**config.mk**
```make
export PLATFORM = sky130hd
export DESIGN_NAME = mem_port_arbiter
export DESIGN_NICKNAME = d
export VERILOG_FILES = /design/src/rtl/mem_port_arbiter.sv
export SDC_FILE = /design/constraint.sdc
export NUM_CORES = 1
export LEC_CHECK = 0
export CAP_MARGIN = 40
export CELL_PAD_IN_SITES_DETAIL_PLACEMENT = 0
export CELL_PAD_IN_SITES_GLOBAL_PLACEMENT = 1
export CORE_UTILIZATION = 21
export DETAILED_ROUTE_END_ITERATION = 10
export PLACE_DENSITY_LB_ADDON = 0.1
export SLEW_MARGIN = 25
export SYNTH_ARGS = -nofsm -noshare
export SYNTH_HDL_FRONTEND = slang
export SYNTH_SLANG_ARGS = --single-unit
export TNS_END_PERCENT = 30
```
**constraint.sdc**
```tcl
create_clock -name clk -period 1.9 [get_ports clk]
set_input_delay 0.38 -clock clk [delete_from_list [all_inputs] [get_ports clk]]
set_output_delay 0.38 -clock clk [all_outputs]
set_load 0.02 [all_outputs]
```
**src/rtl/mem_port_arbiter.sv**
```systemverilog
`default_nettype none
// +--------------------------------------------------------------------------+
// | mem_port_arbiter: shares one single-port BRAM between fetch and data,    |
// | with per-side stalls and a starvation guard for fetch.  Revision: 1.0    |
// +--------------------------------------------------------------------------+
module mem_port_arbiter #(
  parameter int ADDR_W     = 32,
  parameter int DATA_W     = 32,
  parameter int MEM_AW     = 12,
  parameter int STARVE_MAX = 4
) (
  input  logic              clk,
  input  logic              reset,
  input  logic              i_if_req,
  input  logic [ADDR_W-1:0] i_if_addr,
  output logic [DATA_W-1:0] o_if_rdata,
  output logic              o_if_valid,
  output logic              o_if_stall,
  input  logic              i_d_req,
  input  logic              i_d_we,
  input  logic [3:0]        i_d_be,
  input  logic [ADDR_W-1:0] i_d_addr,
  input  logic [DATA_W-1:0] i_d_wdata,
  output logic [DATA_W-1:0] o_d_rdata,
  output logic              o_d_valid,
  output logic              o_d_stall,
  output logic              o_mem_en,
  output logic [3:0]        o_mem_we,
  output logic [MEM_AW-1:0] o_mem_addr,
  output logic [DATA_W-1:0] o_mem_wdata,
  input  logic [DATA_W-1:0] i_mem_rdata
);

  localparam int              CNT_W        = $clog2(STARVE_MAX + 1);
  localparam logic [CNT_W-1:0] C_STARVE_MAX = CNT_W'(STARVE_MAX);

  typedef enum logic [1:0] {
    S_IDLE  = 2'd0,
    S_FETCH = 2'd1,
    S_LOAD  = 2'd2,
    S_STORE = 2'd3
  } state_t;

  state_t             r_state;
  state_t             w_state_nxt;
  logic [CNT_W-1:0]   r_starve_cnt;
  logic [CNT_W-1:0]   w_starve_nxt;
  logic               w_grant_if;
  logic               w_grant_d;
  logic [MEM_AW-1:0]  r_last_addr;
  logic [DATA_W-1:0]  r_last_wdata;

  // Only the word-address bits reach the BRAM; byte offset and high bits are dropped.
  logic [2*(ADDR_W-MEM_AW)-1:0] w_unused_addr_bits;
  assign w_unused_addr_bits = {i_if_addr[ADDR_W-1:MEM_AW+2], i_if_addr[1:0],
                               i_d_addr[ADDR_W-1:MEM_AW+2],  i_d_addr[1:0]};

  always_ff @(posedge clk) begin
    if (!reset) begin
      r_state      <= S_IDLE;
      r_starve_cnt <= '0;
      r_last_addr  <= '0;
      r_last_wdata <= '0;
    end else begin
      r_state      <= w_state_nxt;
      r_starve_cnt <= w_starve_nxt;
      if (o_mem_en) begin
        r_last_addr  <= o_mem_addr;
        r_last_wdata <= o_mem_wdata;
      end
    end
  end

  always_comb begin
    w_grant_if   = 1'b0;
    w_grant_d    = 1'b0;
    w_state_nxt  = S_IDLE;
    w_starve_nxt = '0;
    o_mem_en     = 1'b0;
    o_mem_we     = 4'b0000;
    o_mem_addr   = r_last_addr;
    o_mem_wdata  = r_last_wdata;

    // Data wins conflicts until fetch has waited through STARVE_MAX data grants.
    if (i_if_req && (!i_d_req || r_starve_cnt == C_STARVE_MAX)) begin
      w_grant_if = 1'b1;
    end else if (i_d_req) begin
      w_grant_d = 1'b1;
    end

    if (w_grant_if) begin
      o_mem_en    = 1'b1;
      o_mem_addr  = i_if_addr[MEM_AW+1:2];
      w_state_nxt = S_FETCH;
    end else if (w_grant_d) begin
      o_mem_en    = 1'b1;
      o_mem_addr  = i_d_addr[MEM_AW+1:2];
      o_mem_wdata = i_d_wdata;
      o_mem_we    = i_d_we ? i_d_be : 4'b0000;
      w_state_nxt = i_d_we ? S_STORE : S_LOAD;
    end

    if (i_if_req && w_grant_d) begin
      w_starve_nxt = (r_starve_cnt == C_STARVE_MAX) ? r_starve_cnt
                                                    : r_starve_cnt + 1'b1;
    end
  end

  assign o_if_stall = i_if_req & ~w_grant_if;
  assign o_d_stall  = i_d_req  & ~w_grant_d;
  assign o_if_valid = (r_state == S_FETCH);
  assign o_d_valid  = (r_state == S_LOAD);
  assign o_if_rdata = i_mem_rdata;
  assign o_d_rdata  = i_mem_rdata;

endmodule
`default_nettype wire

```
# ---- Word level (Yosys, flattened, before mapping)
# Index checks and enable logic that the tools add are counted.
dict set report op_classes {
  n_mul 0
  div_mod_pow 0
  n_eq_ne 3
  bitwise 5
  add_sub_neg 1
  n_reduce_logical 6
  n_mux 15
  n_lt_le_gt_ge 0
  n_shift 0
}
# operator n
set op_table {}
lappend op_table {{32-bit 2-to-1 mux} 2}
lappend op_table {{12-bit 2-to-1 mux} 2}
lappend op_table {{4-bit 2-to-1 mux} 3}
lappend op_table {{1-bit 2-to-1 mux} 8}
lappend op_table {{3-bit by 1-bit adder with 3-bit output, second input constant} 1}
lappend op_table {{3-bit equality test, second input constant} 1}
lappend op_table {{1-bit NOT} 3}
lappend op_table {{3-bit OR reduction} 1}
lappend op_table {{1-bit bitwise AND} 2}
lappend op_table {{2-bit by 1-bit equality test with 1-bit output, second input constant} 1}
lappend op_table {{2-bit equality test, second input constant} 1}
lappend op_table {{1-bit logical AND} 2}
lappend op_table {{2-bit AND reduction} 1}
lappend op_table {{1-bit logical NOT} 1}
lappend op_table {{1-bit logical OR} 1}
dict set report word_totals {
  ram_bits 0
  word_cells 35
  input_bits 137
  out_inout_bits 117
  romBits 0
  memories 0
  latch_bits 0
  register_bits 49
}

# ---- Longest topological paths before layout
dict set report logic_depth {
  ltp_word 6
  depth_mapped 7
  mapped_depth_nobuf 5
}

# ---- Worst setup path after synthesis
# OpenSTA, ideal clock, no wires.
dict set report synth_timing {
  path_kind {reg-to-output}
  from {register r_starve_cnt[0]}
  to {output o_mem_wdata[21]}
  arrival_time_ns 1.396
  slack_ns 0.124
  required_ns 1.520
  path_buffers 2
  path_stages_with_launch 8
  cell_sequence {dfxtp_1 -> inv_1 -> ha_1 -> and3_1 -> buf_4 -> buf_4 -> o21ai_1 -> nand2_1}
}
dict set report synth_via {
  elab_chain_len 6
  word_cells_on_any_way 7
  cone_classes {eq/ne (1); mux (4); reduce/logical (2)}
}
# item line
set synth_lines {}
lappend synth_lines {{start, declared} 46} ;# logic [CNT_W-1:0] r_starve_cnt;
lappend synth_lines {{start signal, assigned} 66} ;# r_starve_cnt <= w_starve_nxt;
lappend synth_lines {{3-bit equality test (*)} 85} ;# if (i_if_req && (!i_d_req || r_starve_cnt == C_STARVE_MAX)) begin
lappend synth_lines {{1-bit logical OR (*)} 85}
lappend synth_lines {{1-bit logical AND (*)} 85}
lappend synth_lines {{1-bit 2-to-1 mux} 85}
lappend synth_lines {{32-bit 2-to-1 mux} 95} ;# end else if (w_grant_d) begin
lappend synth_lines {{32-bit 2-to-1 mux (*)} 91} ;# if (w_grant_if) begin
lappend synth_lines {{end, declared} 30} ;# output logic [DATA_W-1:0] o_mem_wdata,
# Mark *: on every way between the ends. The rest lies on a longest branch, timed or not.

# ---- Worst setup path in the final report
dict set report layout_timing {
  from {register r_starve_cnt[0]}
  to {output o_mem_addr[1]}
}
dict set report layout_via {
  elab_chain_len 6
  word_cells_on_any_way 7
  cone_classes {eq/ne (1); mux (4); reduce/logical (2)}
}
# item line
set layout_lines {}
lappend layout_lines {{3-bit equality test (*)} 85}
lappend layout_lines {{1-bit logical OR (*)} 85}
lappend layout_lines {{1-bit logical AND (*)} 85}
lappend layout_lines {{1-bit 2-to-1 mux} 85}
lappend layout_lines {{12-bit 2-to-1 mux} 95}
lappend layout_lines {{12-bit 2-to-1 mux (*)} 91}
lappend layout_lines {{end, declared} 29} ;# output logic [MEM_AW-1:0] o_mem_addr,
# Marked as above.

==> results.txt <==
----------------------------------------------------
[Logic synthesis]
  Flip-flop and latch count after synthesis ... 49
  Total of warnings raised by yosys ... 0
  Avg Cell Area, Syn ... 7.90 µm²
  Gate count of the mapped netlist ... 371
  Share of synthesized area occupied by flip-flops and latches ... 33.5%
  Synthesized area ... between 2000 and 3000 µm²
  Distinct cells, synth ... 27
  Net Count, Synth ... 510

[Run status]
  Failing checks ... negative setup slack
  Status ... finished, violations left

[Global routing]
  Global-route wire length before repair ... 14,700 µm
  GRT Util Overall ... 12.7%
  Maximum number of pins on one net before global-route repair ... 35
  Congestion Overflow GR ... 0
  Grt met3 use ... 3.66%
  Antenna violations before repair ... 0
  Number of global-route vias before repair ... 2,915
  Met2 layer usage reported by global route ... 20.9%
  Highest-utilization routing layer at the global route stage ... met2
  Routing usage on met1 ... approximately 16%

[Setup path]
  Maximum fanout encountered on the critical timing path ... 6
  Chain of cells forming the critical path ... inv_2, ha_4, a21bo_4, buf_12, a221oi_4, nor2_1, buf_4
  Cell count of the worst reg-to-reg path ... 9
  Critical Path Start Type ... flip-flop
  Gate family responsible for the most delay along the worst path ... compound AO/OA/AOI/OAI gates
  Worst Path Class, Setup ... reg -> out
  Req. time, crit path ... roughly 1500 ps
  Largest stage delay on the critical path ... 340 ps
  Critical path endpoint category ... primary output
  Critical path depth ... 7
  Arrival time of the worst setup path ... 1750 ps
  Count of buffer and inverter cells on the critical path ... 3
  Setup slack on the worst flop-to-flop path ... 240 ps
  Worst r2r src ... r_starve_cnt[0]$_SDFFE_PN0N_
  Slowest cell on the critical path ... sky130_fd_sc_hd__dfxtp_2
  Endpoint of the lowest-slack register-to-register path ... r_last_addr[9]$_SDFFE_PN0P_

[Final layout]
  Post-Layout Inst Area ... 4780 µm²
  Net count of the finished layout ... ~630
  Final core occ ... 35.6%
  Fraction of layout cells with a size suffix above 1 ... 41.5%
  Number of fill cells ... about 1,400
  Synthesis-to-layout area growth ... 63.1%
  Final antenna diode count ... 0

[STA]
  Setup WS post-layout ... -234 ps
  Final Hold Fails ... 0
  Clock period minus final worst setup slack ... between 2000 and 2500 ps
  RSZ-0062 raised after global routing ... yes
  Pin slew with the least headroom to its limit ... 406 ps
  Final slew viol count ... 0
  Final setup skew ... 6.23 ps
  Final period util ... 112%
  Max_slew headroom ... 72.9%
  Final count of negative-setup-slack endpoints ... 45
  Total Negative Setup Slacks ... -4970 ps
  Maximum clock rate ... ~0.47 GHz

[Floorplanning]
  I/O pin total ... 254
  Die ar. ... 14,400 µm²
  Vertical die dimension ... approximately 120 µm
  Initial core utilization ... 21.9%
  Area inside the core boundary ... approximately 13,000 µm²
  Overall die width ... 120 µm
  Core Rows ... 42

[Clock network]
  TritonCTS clock tree ... yes
  Clock buffer count from CTS ... 5
  Clock Latency Late Sink ... between 200 and 300 ps
  Buffers from clock root to sink, at most ... 2
  # H-tree levels ... 2
  Clock sink count ... 49
  Clock tree root driver cell ... sky130_fd_sc_hd__clkbuf_16
  Clock edge transition at the registers on the reported setup and hold paths ... about 70 ps

[Min path]
  Cell count of the worst hold path ... 2
  Startpoint of the tightest hold check path ... r_last_addr[4]$_SDFFE_PN0P_
  Hold WC Path Type ... reg -> reg
  Endpoint with the worst hold slack ... r_last_addr[4]$_SDFFE_PN0P_

[Pwr]
  Power per unit of standard cell area ... 612 nW/µm²
  Static leakage ... 2.04 nW
  VDD IR-drop max ... 0.377 mV

[Placement]
  PortBufs ... 117
  Detailed placement HPWL ... around 6200 µm
  Area after DPL ... 4310 µm²
  Routability Congestion ... 0.695

[Route]
  Drt first pass iters ... 4
  Overall via count from detail_route ... 2,836
  Antenna Violating Nets Remaining ... 0
  Initial DRC Count ... between 70 and 80
  Remaining DRCs ... 0
  Routed Wire Length ... 9080 µm
  Via density per instance ... between 4 and 5
  Average wire per cell in the routed design ... around 14 µm

[Run]
  Max Cap Viol ... 0

----------------------------------------------------
power by group:
group / internal, W / switching [W]
clock network: 0.000525 / 0.000412
logic: 0.000466 / 0.000406
registers: 0.00109 / 0.0000247
total: 0.00208 / 0.000843
cells in the mapped netlist:
cell type	n	share of area, %
sky130_fd_sc_hd__buf_4	73	19
sky130_fd_sc_hd__dfxtp_1	49	33
sky130_fd_sc_hd__nand2_1	46	5.9
sky130_fd_sc_hd__a21oi_1	33	5.6
sky130_fd_sc_hd__nand3_1	33	5.6
sky130_fd_sc_hd__o21ai_1	29	5.0
sky130_fd_sc_hd__nor2_1	15	1.9
sky130_fd_sc_hd__nor2b_1	14	3.0
sky130_fd_sc_hd__nor3b_1	13	3.3
sky130_fd_sc_hd__o31ai_1	12	3.1
sky130_fd_sc_hd__a221oi_2	8	4.1
sky130_fd_sc_hd__and3_1	8	1.7
sky130_fd_sc_hd__clkbuf_1	8	1.0
sky130_fd_sc_hd__buf_2	6	1.0
sky130_fd_sc_hd__a221oi_1	4	1.2
sky130_fd_sc_hd__buf_6	3	1.2
sky130_fd_sc_hd__inv_1	3	0.38
sky130_fd_sc_hd__o21ai_0	3	0.51
sky130_fd_sc_hd__ha_1	2	0.85
sky130_fd_sc_hd__nor3_1	2	0.34
sky130_fd_sc_hd__a21bo_4	1	0.56
sky130_fd_sc_hd__a21boi_2	1	0.38
sky130_fd_sc_hd__a32oi_1	1	0.30
sky130_fd_sc_hd__buf_1	1	0.13
sky130_fd_sc_hd__clkinv_1	1	0.13
sky130_fd_sc_hd__mux2i_1	1	0.34
sky130_fd_sc_hd__or2_2	1	0.21
layer usage:
layer / share of wire [%] / routed length [µm]
met3: 8.3 / 752
met5: 0 / 0
met2: 45 / 4100
met4: 0.44 / 40
met1: 46 / 4190
how the worst max path moves through the flow:
stage | start | to | slack, ps
after floorplan | r_starve_cnt[0]$_SDFFE_PN0N_ | o_mem_wdata[21] | 120
after global placement | i_if_req | o_mem_wdata[15] | -680
after detailed placement | i_if_req | o_mem_wdata[15] | -690
after CTS | r_starve_cnt[0]$_SDFFE_PN0N_ | o_mem_addr[6] | -220
after global routing | r_starve_cnt[0]$_SDFFE_PN0N_ | o_mem_addr[1] | -310
final | r_starve_cnt[0]$_SDFFE_PN0N_ | o_mem_addr[1] | -230
layout by cell type, fill, tap and decap left out, types with 2 or more instances in the layout:
cell and count:
sky130_fd_sc_hd__nor3b_2 2, sky130_fd_sc_hd__dfxtp_1 47, sky130_fd_sc_hd__and3_1 6, sky130_fd_sc_hd__buf_2 13
sky130_fd_sc_hd__nand3_1 32, sky130_fd_sc_hd__nor3_1 2, sky130_fd_sc_hd__nor2b_1 14, sky130_fd_sc_hd__a221oi_4 11
sky130_fd_sc_hd__nor2_1 13, sky130_fd_sc_hd__clkdlybuf4s50_1 64, sky130_fd_sc_hd__inv_2 2, sky130_fd_sc_hd__nand2_1 46
sky130_fd_sc_hd__a21oi_1 32, sky130_fd_sc_hd__nor3b_1 11, sky130_fd_sc_hd__and3_4 2, sky130_fd_sc_hd__buf_6 8
sky130_fd_sc_hd__dfxtp_2 2, sky130_fd_sc_hd__clkbuf_16 5, sky130_fd_sc_hd__buf_4 99, sky130_fd_sc_hd__o31ai_1 12
sky130_fd_sc_hd__clkdlybuf4s15_2 7, sky130_fd_sc_hd__buf_12 8, sky130_fd_sc_hd__o21ai_2 31
metrics by stage:
step	total power [W]	std cells	hold WS (ps)	setup slack, ps
floorplan	0.00167	371	417	124
finish	0.00292	665	445	-234
CTS	0.00294	661	448	-223
detailed placement	0.00195	647	431	-690
global placement	0.00195	647	427	-676
global route	0.00309	665	467	-310
cells by family (layout without fill, tap and decap cells):
family | Yosys count | in the layout | share of synthesized area [%]
compound gates | 92 | 92 | 20.7
fa+ha+maj | 2 | 2 | 0.854
buf+inv | 95 | 213 | 22.6
flops | 49 | 49 | 33.5
mux | 1 | 1 | 0.342
simple gates | 132 | 132 | 22.0
sequential cells by signal, summed over array words and instances, names as in the netlist:
register and flops:
r_state 2, r_last_addr 12, r_last_wdata 32, r_starve_cnt 3
layout make-up:
cell class              instances  area (µm²)  share of cell area (%)
repair buffers                201        1800                    37.7
clock buffers                   6         139                    2.91
multi-input cells             227        1600                    33.6
inverters                       4        15.0                   0.314
clock inverters                 2        13.8                   0.288
well taps                     176         220                    4.61
flip-flops and latches         49         983                    20.6
tightest hold or removal path: cells and delay by family (launching register included):
kind | cells | cell delay [ps]
AO/OA/AOI/OAI | 1 | 50
flip-flops | 1 | 320
AND/OR/NAND/NOR | 1 | 50
timing repair:
item,CTS,global route
resized for setup,251,55
pin swaps,10,11
endpoints found under the setup margin,51,50
hold buffers,0,0
setup buffers,7,4
(Power assumes the default switching activity.)
